[src/rtl/booth_multiplier.sv]
// Sequential radix-2 Booth multiplier with a start/ready handshake.
// Operands are two's-complement; the product is reported as sign plus
// WORD_LENGTH-bit magnitude, with Overflow set when the magnitude does
// not fit in WORD_LENGTH bits. One Booth step is retired per clock.
//
// state | meaning
// ------+---------------------------------------------------------------
// IDLE  | waiting for start; outputs hold the last result
// RUN   | one add/subtract-and-shift Booth step per cycle
// DONE  | convert {A,Q} to sign-magnitude, raise ready, return to IDLE
module booth_multiplier #(
  parameter int WORD_LENGTH = 8
) (
  input  logic                   clk,
  input  logic                   reset,
  input  logic                   start,
  input  logic [WORD_LENGTH-1:0] Multiplicand,
  input  logic [WORD_LENGTH-1:0] Multiplier,
  output logic                   ready,
  output logic                   Sign,
  output logic [WORD_LENGTH-1:0] Result,
  output logic                   Overflow
);

  localparam int W  = WORD_LENGTH;
  localparam int CW = $clog2(WORD_LENGTH) + 1;

  typedef enum logic [1:0] {
    IDLE = 2'd0,
    RUN  = 2'd1,
    DONE = 2'd2
  } state_t;

  state_t          state;
  state_t          state_nxt;

  logic [W-1:0]    a_reg;
  logic [W-1:0]    q_reg;
  logic [W-1:0]    m_reg;
  logic            q_m1;
  logic [CW-1:0]   count;

  // One guard bit on the Booth adder: A-M with M at the most-negative
  // value leaves the W-bit range, and the shift must replicate the true
  // sign of the sum, not the wrapped one. After halving, A fits again.
  logic [W:0]      a_ext;
  logic [W:0]      m_ext;
  logic [W:0]      sum_ext;

  logic [2*W-1:0]  prod;
  logic [2*W-1:0]  mag;
  logic            prod_neg;

  // State register
  always_ff @(posedge clk) begin
    if (reset) begin
      state <= IDLE;
    end else begin
      state <= state_nxt;
    end
  end

  // Next-state selection
  always_comb begin
    state_nxt = state;
    case (state)
      IDLE: begin
        if (start) begin
          state_nxt = RUN;
        end
      end
      RUN: begin
        if (count == CW'(1)) begin
          state_nxt = DONE;
        end
      end
      DONE: begin
        state_nxt = IDLE;
      end
      default: begin
        state_nxt = IDLE;
      end
    endcase
  end

  // Booth add/subtract selected by {Q[0], Q-1}
  always_comb begin
    a_ext   = {a_reg[W-1], a_reg};
    m_ext   = {m_reg[W-1], m_reg};
    sum_ext = a_ext;
    case ({q_reg[0], q_m1})
      2'b01:   sum_ext = a_ext + m_ext;
      2'b10:   sum_ext = a_ext - m_ext;
      default: sum_ext = a_ext;
    endcase
  end

  // Sign-magnitude view of the finished product {A,Q}
  always_comb begin
    prod     = {a_reg, q_reg};
    prod_neg = prod[2*W-1];
    mag      = prod_neg ? (~prod + 1'b1) : prod;
  end

  // Datapath and result registers
  always_ff @(posedge clk) begin
    if (reset) begin
      a_reg    <= '0;
      q_reg    <= '0;
      m_reg    <= '0;
      q_m1     <= 1'b0;
      count    <= '0;
      ready    <= 1'b0;
      Sign     <= 1'b0;
      Result   <= '0;
      Overflow <= 1'b0;
    end else begin
      case (state)
        IDLE: begin
          if (start) begin
            m_reg <= Multiplicand;
            q_reg <= Multiplier;
            a_reg <= '0;
            q_m1  <= 1'b0;
            count <= CW'(W);
            ready <= 1'b0;
          end
        end
        RUN: begin
          a_reg <= sum_ext[W:1];
          q_reg <= {sum_ext[0], q_reg[W-1:1]};
          q_m1  <= q_reg[0];
          count <= count - CW'(1);
        end
        DONE: begin
          Sign     <= prod_neg;
          Result   <= mag[W-1:0];
          Overflow <= |mag[2*W-1:W];
          ready    <= 1'b1;
        end
        default: begin
          ready <= 1'b0;
        end
      endcase
    end
  end

endmodule

[config.mk]
export PLATFORM = sky130hd
export DESIGN_NAME = booth_multiplier
export DESIGN_NICKNAME = d
export VERILOG_FILES = /design/src/rtl/booth_multiplier.sv
export SDC_FILE = /design/constraint.sdc
export NUM_CORES = 1
export LEC_CHECK = 0
export BUFFER_PORTS_ARGS = -buffer_cell sky130_fd_sc_hd__buf_2
export CORE_MARGIN = 4
export CORE_UTILIZATION = 65
export CTS_BUF_LIST = sky130_fd_sc_hd__clkbuf_8
export DETAILED_ROUTE_END_ITERATION = 10
export PLACE_DENSITY = 0.95
export SYNTH_ARGS = -nofsm -noshare
export SYNTH_HDL_FRONTEND = slang
export SYNTH_SLANG_ARGS = --single-unit
[constraint.sdc]
create_clock -name clk -period 7.68 [get_ports clk]
set_input_delay 0 -clock clk [delete_from_list [all_inputs] [get_ports clk]]
set_output_delay 0 -clock clk [all_outputs]
set_load 0.005 [all_outputs]
==> qor.csv <==
metric,value,unit
result of the run,finished clean,
number of design rule violations left after detail routing,0,
Async SR Flop Fraction,0,%
number of core rows,22,
Power Dens Cells,208,nW/um^2
chip width,69.7,um
required time at the worst-slack endpoint,7920,ps
Core Region,3660,sq um
relative slew slack,35.4,%
Max Root-Sink Buffers,2,
total wire length,6.26,mm
max-cap violations,0,
layout overhead on the synthesized area,13.6,%
CTS tree,done,
most frequently used flop master after synthesis,sky130_fd_sc_hd__dfxtp_1,
TritonRoute pass-1 iters,5,
number of storage elements in the synthesis netlist,42,
vias in the first global route,2215,
I/O pin total,30,
largest net degree at the start of global routing,36,
final count of negative-setup-slack endpoints,0,
Starting Density,67.6,%
number of filler instances in the final layout,239,
number of enable-type register cells in the synthesized netlist,0,
insertion delay to the later sink of the worst-skew pair,310,ps
WL per Instance,16.3,um
smallest hold slack,30.9,ps
f_max,342,MHz
overall via count from detail_route,2371,
final-report max-slew violation count,0,
post-route worst setup slack,4760,ps
top cell type's share of synthesized area,34.0,%
number of post-CTS setup repair buffers,0,
RSZ-0062 raised after global routing,no,
"Clk pin slew, worst setup/hold paths",80,ps
overall die area,4860,sq um
worst setup slack after placement,4850,ps
syn nets,341,
biggest area consumer among synthesized cells,sky130_fd_sc_hd__dfxtp_1,
Mapped Avg Cell Area,8.04,sq um
final layout net count,368,
number of vias per cell after detailed routing,6.17,
routability cong.,0.913,
final worst path period share,38.1,%
aggregate global-route resource usage,26.4,%
final-report hold violation count,0,
initial antenna violation count,0,
share of cells above drive strength 1,12.2,%
drt first-iter violations,168,
Worst Clk Skew,7.88,ps
share of synthesized area occupied by flip-flops and latches,34.0,%
grt total ovfl,0,
I/O Buffers,29,
register area,841,sq um
largest voltage drop on the vdd net,155,uV
library cell used as clock root buffer,sky130_fd_sc_hd__clkbuf_8,
number of gates resized after CTS,0,
area taken by multi-input logic gates,1520,sq um
total power of the final layout,0.585,mW
YS warnings,0,
category of the critical setup timing path,reg -> reg,
remaining antenna violation count,0,
die height,69.7,um
path class of the lowest-slack min-delay path,in -> reg,
number of levels the H-tree was split into,2,
CTS Hold Buffers Added,9,
Cell Count Post-Placement,367,
final critical path time including I/O delays and setup,2920,ps
cell area after synthesis,2480,sq um
Worst setup EP type,flip-flop,
Synth area leaders,"sky130_fd_sc_hd__dfxtp_1 34%, sky130_fd_sc_hd__ha_1 6.6%, sky130_fd_sc_hd__nor2_1 6.4%, sky130_fd_sc_hd__mux2i_1 4.9%, sky130_fd_sc_hd__a21oi_1 4.6%",
cts bufs inserted,5,
number of cells produced by synthesis,308,
"Max FO, Critical Path",9,
Antenna Cells,0,
Final Non-Filler Cells,384,
endpoint arrival time on the critical path,3160,ps
clock tree sinks,42,
standby leakage power,1.12,nW
slew at the pin closest to its max-slew limit,965,ps
Synth cell types,42,
startpoint class of the critical path,flip-flop,
TNS Setup,0,ps
placed wire-length estimate after detailed placement,4.14,mm
first-pass GRT wire length,10.3,mm
==> routing by layer <==
| metal | share of wire, % | track usage, % |
|---|---|---|
| met5 | 0 | 0 |
| met4 | 1.8 | 9.79 |
| met3 | 6.2 | 7.68 |
| met2 | 50 | 44.4 |
| met1 | 42 | 31.8 |
==> path summary, 6_finish.rpt <==
| path | start | to | slack (ps) | depth (start not counted) |
|---|---|---|---|---|
| setup / recovery | q_reg[0]$_SDFFE_PP0P_ | a_reg[7]$_SDFFE_PP0P_ | 4760 | 9 |
| hold / removal | Multiplier[3] | q_reg[3]$_SDFFE_PP0P_ | 30 | 3 |
| setup reg to reg | q_reg[0]$_SDFFE_PP0P_ | a_reg[7]$_SDFFE_PP0P_ | 4760 | 9 |
| hold reg to reg | q_m1$_SDFFE_PP0P_ | q_m1$_SDFFE_PP0P_ | 480 | 2 |
==> power breakdown <==
group	switching [mW]	leakage [nW]	total [mW]	internal, mW
Combinational	0.0874	0.720	0.159	0.0719
Sequential	0.0206	0.343	0.251	0.230
Clock	0.0798	0.0607	0.175	0.0947
Total	0.188	1.12	0.585	0.397
==> Yosys cell counts (all sizes together), types with 5 or more instances <==
master / instances
xnor2: 11
o21ai: 13
inv: 13
nor3: 5
xor2: 9
a21oi: 23
clkbuf: 17
nand2: 30
o31ai: 5
mux2i: 12
nor4: 6
a211oi: 14
dfxtp: 42
nor2: 42
nand2b: 5
ha: 13
==> final cells by class <==
type	count	area share, %
multi-input cells	234	53.8
flip-flops and latches	42	29.9
repair buffers	39	8.63
clock buffers	5	2.45
well taps	48	2.13
inverters	13	1.73
clock inverters	3	1.33
==> cells in the final DEF (no fill, tap or decap), types with 3 or more instances in the layout <==
master / count
sky130_fd_sc_hd__or4_1: 3
sky130_fd_sc_hd__xnor2_1: 11
sky130_fd_sc_hd__o211ai_1: 3
sky130_fd_sc_hd__nor3_1: 5
sky130_fd_sc_hd__a22o_1: 3
sky130_fd_sc_hd__or3_1: 4
sky130_fd_sc_hd__clkbuf_8: 5
sky130_fd_sc_hd__ha_1: 13
sky130_fd_sc_hd__dlygate4sd3_1: 9
sky130_fd_sc_hd__o31ai_1: 5
sky130_fd_sc_hd__dfxtp_1: 42
sky130_fd_sc_hd__a32oi_1: 4
sky130_fd_sc_hd__buf_2: 29
sky130_fd_sc_hd__o21ai_0: 13
sky130_fd_sc_hd__xor2_1: 9
sky130_fd_sc_hd__a31oi_1: 4
sky130_fd_sc_hd__a21oi_1: 23
sky130_fd_sc_hd__nor4_1: 6
sky130_fd_sc_hd__inv_1: 15
sky130_fd_sc_hd__nand2_1: 30
sky130_fd_sc_hd__nor2b_1: 3
sky130_fd_sc_hd__mux2i_1: 12
sky130_fd_sc_hd__nor2_1: 42
sky130_fd_sc_hd__a211oi_1: 14
sky130_fd_sc_hd__nand2b_1: 5
==> critical path, cell delays in order (launching register included) <==
cell and delay (ps):
sky130_fd_sc_hd__dfxtp_1 430, sky130_fd_sc_hd__ha_1 390, sky130_fd_sc_hd__mux2_2 410, sky130_fd_sc_hd__fa_1 440, sky130_fd_sc_hd__nor2b_1 170, sky130_fd_sc_hd__o2111ai_1 140, sky130_fd_sc_hd__a31oi_1 190, sky130_fd_sc_hd__xnor2_1 120
sky130_fd_sc_hd__or4_1 420, sky130_fd_sc_hd__a21oi_1 150
==> stage by stage <==
stage | instance area (sq um) | utilization [%]
finish | 2810 | 76.9
global route | 2810 | 76.9
CTS | 2810 | 76.9
detailed placement | 2620 | 71.5
global placement | 2620 | 71.5
floorplan | 2480 | -
==> cells by family (layout without fill, tap and decap cells) <==
| group | after synthesis | count (layout) | share of synthesized area [%] |
|---|---|---|---|
| AND/OR/NAND/NOR | 108 | 108 | 20.3 |
| AO/OA/AOI/OAI | 79 | 79 | 21.2 |
| flip-flops | 42 | 42 | 34.0 |
| buffers and inverters | 32 | 60 | 4.85 |
| XOR/XNOR | 20 | 20 | 7.07 |
| adder cells (fa/ha/maj) | 14 | 14 | 7.38 |
| multiplexers | 13 | 13 | 5.31 |
Note: power is estimated with default switching activity, not from simulation.
